`src/rtl/ipf_lcu_sched.sv`:
```
// LCU scheduler for the IPF filter core: walks a 128x128 frame in LCU raster order,
// fetches per-LCU parameters and streams pixels. Optional watchdog: IPF_SCHED_TIMEOUT_EN.
`timescale 1ns/1ps
module ipf_lcu_sched #(
  parameter int unsigned FRAME_W = 128,
  parameter int unsigned TIMEOUT = 4096
) (
  input  logic        clk,
  input  logic        reset,
  input  logic        start,
  input  logic [1:0]  cfg_lcu_size,
  output logic [5:0]  prm_addr,
  input  logic [23:0] prm_data,
  output logic [13:0] pix_addr,
  input  logic [7:0]  pix_data,
  output logic        in_en,
  output logic [7:0]  din,
  output logic [1:0]  ipf_type,
  output logic [4:0]  ipf_band_pos,
  output logic        ipf_wo_class,
  output logic [15:0] ipf_offset,
  output logic [2:0]  lcu_x,
  output logic [2:0]  lcu_y,
  output logic [1:0]  lcu_size,
  input  logic        busy,
  input  logic        finish,
  output logic        done,
  output logic        err
);

  localparam int unsigned ROW_SH = $clog2(FRAME_W);

  typedef enum logic [2:0] {
    S_IDLE, S_PARAM1, S_PARAM2, S_STREAM, S_WAIT_FIN, S_DONE
  } state_t;

  state_t      r_state, w_state_nxt;
  logic [1:0]  r_size;
  logic [2:0]  r_x, r_y, r_lcu_x, r_lcu_y;
  logic [5:0]  r_prm_addr, r_row, r_col;
  logic [13:0] r_pix_addr;
  logic        r_iss_done, r_dvld, r_skid_v, r_in_en, r_done, r_err;
  logic [7:0]  r_skid, r_din;
  logic [12:0] r_out_cnt;
  logic [23:0] r_prm;

  logic [5:0]  w_n_m1, w_nxt_col, w_nxt_row, w_nxt_idx;
  logic [2:0]  w_l_m1, w_nx, w_ny;
  logic [12:0] w_nn;
  logic [13:0] w_base, w_nxt_addr;
  logic        w_col_last, w_row_last, w_issue, w_out, w_out_last;
  logic        w_last_lcu, w_fin, w_to;

  // LCU geometry derived from the latched size
  assign w_n_m1     = 6'((32'd16 << r_size) - 32'd1);
  assign w_l_m1     = 3'((32'd8 >> r_size) - 32'd1);
  assign w_nn       = 13'(32'd256 << {r_size, 1'b0});
  assign w_base     = 14'((32'(r_y) << (ROW_SH + 4 + 32'(r_size))) + (32'(r_x) << (4 + 32'(r_size))));
  assign w_col_last = (r_col == w_n_m1);
  assign w_row_last = (r_row == w_n_m1);
  assign w_nxt_col  = w_col_last ? 6'd0 : r_col + 6'd1;
  assign w_nxt_row  = w_col_last ? r_row + 6'd1 : r_row;
  assign w_nxt_addr = 14'(32'(w_base) + (32'(w_nxt_row) << ROW_SH) + 32'(w_nxt_col));

  // First read goes out during PARAM2 so data lands as STREAM begins
  assign w_issue    = ((r_state == S_PARAM2) || ((r_state == S_STREAM) && !r_iss_done)) && !busy;
  assign w_out      = (r_state == S_STREAM) && !busy && (r_skid_v || r_dvld);
  assign w_out_last = w_out && (r_out_cnt == (w_nn - 13'd1));

  assign w_last_lcu = (r_x == w_l_m1) && (r_y == w_l_m1);
  assign w_nx       = (r_x == w_l_m1) ? 3'd0 : r_x + 3'd1;
  assign w_ny       = (r_x == w_l_m1) ? r_y + 3'd1 : r_y;
  assign w_nxt_idx  = 6'((32'(w_ny) << (32'd3 - 32'(r_size))) | 32'(w_nx));
  assign w_fin      = (r_state == S_WAIT_FIN) && (finish || w_to);

`ifdef IPF_SCHED_TIMEOUT_EN
  localparam int unsigned TO_W = $clog2(TIMEOUT + 1);
  logic [TO_W-1:0] r_to_cnt;

  assign w_to = (r_state == S_WAIT_FIN) && (r_to_cnt == TO_W'(TIMEOUT - 1));

  always_ff @(posedge clk) begin
    if (!reset || (r_state != S_WAIT_FIN)) r_to_cnt <= '0;
    else                                  r_to_cnt <= r_to_cnt + TO_W'(1);
  end
`else
  assign w_to = 1'b0;
`endif

  always_ff @(posedge clk) begin
    if (!reset) r_state <= S_IDLE;
    else        r_state <= w_state_nxt;
  end

  always_comb begin
    w_state_nxt = r_state;
    unique case (r_state)
      S_IDLE:     if (start && (cfg_lcu_size != 2'd3)) w_state_nxt = S_PARAM1;
      S_PARAM1:   w_state_nxt = S_PARAM2;
      S_PARAM2:   w_state_nxt = S_STREAM;
      S_STREAM:   if (w_out_last) w_state_nxt = S_WAIT_FIN;
      S_WAIT_FIN: if (w_fin) w_state_nxt = w_last_lcu ? S_DONE : S_PARAM1;
      S_DONE:     w_state_nxt = S_IDLE;
      default:    w_state_nxt = S_IDLE;
    endcase
  end

  always_ff @(posedge clk) begin
    if (!reset) begin
      r_size <= '0; r_x <= '0; r_y <= '0; r_lcu_x <= '0; r_lcu_y <= '0;
      r_prm_addr <= '0; r_pix_addr <= '0; r_row <= '0; r_col <= '0;
      r_iss_done <= 1'b0; r_dvld <= 1'b0; r_skid_v <= 1'b0; r_skid <= '0;
      r_in_en <= 1'b0; r_din <= '0; r_out_cnt <= '0; r_prm <= '0;
      r_done <= 1'b0; r_err <= 1'b0;
    end else begin
      r_done  <= (w_state_nxt == S_DONE);
      r_in_en <= w_out;
      r_dvld  <= w_issue;
      if ((r_state == S_IDLE) && start) begin
        if (cfg_lcu_size == 2'd3) begin
          r_err <= 1'b1;
        end else begin
          r_size <= cfg_lcu_size; r_x <= '0; r_y <= '0;
          r_prm_addr <= '0; r_err <= 1'b0;
        end
      end
      if (r_state == S_PARAM1) begin
        r_pix_addr <= w_base; r_row <= '0; r_col <= '0;
        r_iss_done <= 1'b0; r_out_cnt <= '0; r_skid_v <= 1'b0;
      end
      if (r_state == S_PARAM2) begin
        r_prm <= prm_data; r_lcu_x <= r_x; r_lcu_y <= r_y;
      end
      if (w_issue) begin
        if (w_col_last && w_row_last) begin
          r_iss_done <= 1'b1;
        end else begin
          r_col <= w_nxt_col; r_row <= w_nxt_row; r_pix_addr <= w_nxt_addr;
        end
      end
      // Read returning while IPF is busy parks in the skid until busy drops
      if ((r_state == S_STREAM) && busy && r_dvld) begin
        r_skid <= pix_data; r_skid_v <= 1'b1;
      end
      if (w_out) begin
        r_din     <= r_skid_v ? r_skid : pix_data;
        r_skid_v  <= 1'b0;
        r_out_cnt <= r_out_cnt + 13'd1;
      end
      if (w_fin) begin
        r_x <= w_nx; r_y <= w_ny;
        if (!w_last_lcu) r_prm_addr <= w_nxt_idx;
        if (w_to && !finish) r_err <= 1'b1;
      end
    end
  end

  assign prm_addr     = r_prm_addr;
  assign pix_addr     = r_pix_addr;
  assign in_en        = r_in_en;
  assign din          = r_din;
  assign ipf_type     = r_prm[23:22];
  assign ipf_band_pos = r_prm[21:17];
  assign ipf_wo_class = r_prm[16];
  assign ipf_offset   = r_prm[15:0];
  assign lcu_x        = r_lcu_x;
  assign lcu_y        = r_lcu_y;
  assign lcu_size     = r_size;
  assign done         = r_done;
  assign err          = r_err;

endmodule

```
`config.mk`:
```
export PLATFORM = sky130hd
export DESIGN_NAME = ipf_lcu_sched
export DESIGN_NICKNAME = d
export VERILOG_FILES = /design/src/rtl/ipf_lcu_sched.sv
export SDC_FILE = /design/constraint.sdc
export NUM_CORES = 1
export LEC_CHECK = 0
export CORE_UTILIZATION = 53
export DETAILED_ROUTE_END_ITERATION = 10
export PLACE_DENSITY = 0.86
export SYNTH_ARGS = -nofsm -noshare
export SYNTH_HDL_FRONTEND = slang
export SYNTH_SLANG_ARGS = --single-unit
export TNS_END_PERCENT = 30
```
`constraint.sdc`:
```
create_clock -name clk -period 5.4 [get_ports clk]
set_clock_uncertainty 0.2 [all_clocks]
set_input_delay 0.54 -clock clk [delete_from_list [all_inputs] [get_ports clk]]
set_output_delay 0.54 -clock clk [all_outputs]
set_load 0.02 [all_outputs]
```
==> impl_metrics.ini <==
[timing]
final.setup.tns_ns = 0
maxSlewViolCount = 0
setup_viol = 0
rsz0062_at_grt = false
period_share_pct = 80.7
fin_ws_ns = 1.04
period_needed_ns = 4.36
hold_viol_final = 0
fmax_ghz = 0.229
maxSlewHeadroom_pct = 22.4
tightest_slew_ns = 1.16

[floorplanning]
fp.dieW_um = 104
ios = 102
initial_core_util_pct = 55.4
floorplan.die_area_um2 = 10700
rows = 36
die_h_um = 104
core-area_um2 = 9860

[setup_path]
crit_required_ns = 5.41
critPathBufInv = 3
start_kind = register
path_delay_family = compound AO/OA/AOI/OAI gates
end_kind = register
slowest_stage = ha_1
crit_path_max_incr_delay_ns = 0.49
critical_path.cell_chain = buf_4 -> inv_1 -> ha_1 -> nand2_1 -> a21oi_1 -> ha_1 -> a21o_1 -> a21oi_1 -> a211oi_1 -> a211oi_1 -> ha_1 -> nand3_1 -> inv_1 -> a22oi_1 -> a31oi_1 -> xor2_1 -> a21oi_1
crit_type = register to register
arrival_ns = 4.37
crit_fanout = 25

[hold_path]
hold_class = register to register

[synth]
syn_inst = 671
ys_ff_latch = 108
postSynthAreaPerCell_um2 = 8.14
ys_seq_area_share_pct = 39.6
netlist_area_um2 = 5460
synthArstFlopShare_pct = 0
yosys_warnings = 0
synth_edf_count = 0
synth.distinct_cells = 62
ys.flop_type = dfxtp_1
syn_nets = 731

[global_route]
grt_max_degree = 73
antenna_found_initial = 0
grt_use_total_pct = 24.9
grt_use_met1_pct = 30.9
met2_usage_pct = 43.7
top_usage_layer = met2
grt-ovfl-total = 0
met3_usage_pct = 3.78
grt_first_pass_wirelength_um = 22400
grt_pass1_vias = 4794

[layout]
synthToLayoutAreaGrowth_pct = 22.8
layout_common_cells = nand2_1, dfxtp_1, clkdlybuf4s50_1
drive_above_1_share_pct = 5.73
finish.net_count = 805
final.fill_count = 787
antenna_cells = 0
layout_commonest_cell = nand2_1

[routing]
ant_nets = 0
drc = 0
wl_per_cell_um = 15.4
vias_per_cell = 5.78
routed_wl_um = 13600
vias = 5105
drtIter0Drc = 315
first_pass_iters = 5

[flow_run]
maxCapViolCount = 0

[power_and_ir_drop]
p_leak_nw = 2.49
p_per_area_nw_per_um2 = 228
ir_worst_vdd_uv = 151

[placed_design]
place_hpwl_um = 9690
dp_slack_ns = 1.14
port-buffer-count = 101
gp_congestion = 0.888

[clocking]
worstSkewPairLatency_ns = 0.37
ctsResizeCount = 0
cts_root_buf = clkbuf_8
cts_setup_buffers = 0
cts.clk_slew.worst_paths_ns = 0.11
cts_hold_buf = 0
cts_tree = yes
cts_htree_levels = 3
cts_sinks = 108
cts_buffers = 9
clockBufferDepth = 2

[outcome]
outcome = finished clean
state kept, by name (all words and copies together) (netlist names), 6 cells and up:
name       flops
din            8
pix_addr      14
prm_addr       6
r_col          6
r_out_cnt     13
r_prm         24
r_row          6
r_skid         8
worst min-delay path, stage by stage (launching register included):
cell,delay (ns)
dfxtp_1,0.33
nand2_1,0.05
a21oi_1,0.05
cell families after synthesis:
| group | share of synthesized area, % |
|---|---|
| and+or+nand+nor | 22.8 |
| AOI/OAI and AO/OA | 18.0 |
| DFF | 39.6 |
| buffers and inverters | 3.92 |
| xor gates and xnor gates | 5.25 |
| muxes | 4.90 |
| adders and majority gates | 5.50 |
per-layer routing:
layer	vias to the layer above	part of all wire (%)	routed length (um)
met5	-	0	0
met4	0	2.3	311
met3	31	4.3	591
met2	169	50	6860
met1	2408	43	5830
li1	2497	-	-
through the flow:
stage / instance area, um2 / cells / utilization (%) / hold WS, ns / power (mW)
after global routing: 6700 / 883 / 67.9 / 0.282 / 1.59
after CTS: 6700 / 883 / 67.9 / 0.261 / 1.54
after detailed placement: 6520 / 867 / 66.1 / 0.246 / 1.08
final: 6700 / 883 / 67.9 / 0.261 / 1.53
after global placement: 6520 / 867 / 66.1 / 0.241 / 1.07
after floorplan: 5460 / 671 / - / 0.254 / 0.984
final cells by class:
class,count,area (um2),area share (%)
Tap cell,133,166,2.48
Inverter,7,26.3,0.392
Clock buffer,10,128,1.90
Sequential cell,108,2160,32.3
Multi-Input combinational cell,510,3090,46.1
Clock inverter,6,58.8,0.877
Timing Repair Buffer,109,1070,16.0
Yosys cell counts (3+ instances only):
library cell  instances  area (um2)
inv_1                 6        22.5
nor2b_1               5        31.3
xnor2_1              15         131
ha_1                 19         238
mux2i_1              23         230
nand2b_1              4        25.0
a32oi_1               3        26.3
or3_1                 7        43.8
nor4_1                3        18.8
a31oi_1               9        56.3
o211a_1               4        40.0
o21ai_0              16        80.1
and4_1                3        26.3
nand4_1               7        43.8
nand2_1             113         424
dfxtp_1             108        2160
a21o_1                4        30.0
or2_2                 5        31.3
nand3b_1              3        22.5
o211ai_1              3        22.5
nand3_1              18        90.1
a211oi_1             12        90.1
buf_2                 6        30.0
nor2_1               75         282
xor2_1               15         131
o21a_1                3        22.5
clkbuf_1             37         139
a21oi_1              71         355
and2_1                4        25.0
and3_1                9        56.3
a311oi_1              7        61.3
nor3_1               12        60.1
power breakdown:
| group | leakage [nW] | total (mW) | switching [mW] | internal (mW) |
|---|---|---|---|---|
| registers | 0.873 | 0.828 | 0.0118 | 0.816 |
| logic | 1.52 | 0.234 | 0.136 | 0.0980 |
| clock network | 0.0902 | 0.466 | 0.289 | 0.177 |
| total | 2.49 | 1.53 | 0.437 | 1.09 |
path summary, 6_finish.rpt:
path | startpoint | endpoint | slack [ns] | cells past startpoint
max | lcu_size[0] | pix_addr[13] | 1.04 | 17
min reg2reg | r_prm[5] | r_prm[5] | 0.26 | 2
max reg2reg | lcu_size[0] | pix_addr[13] | 1.04 | 17
min | r_prm[5] | r_prm[5] | 0.26 | 2
Note: power is estimated with default switching activity, not from simulation.
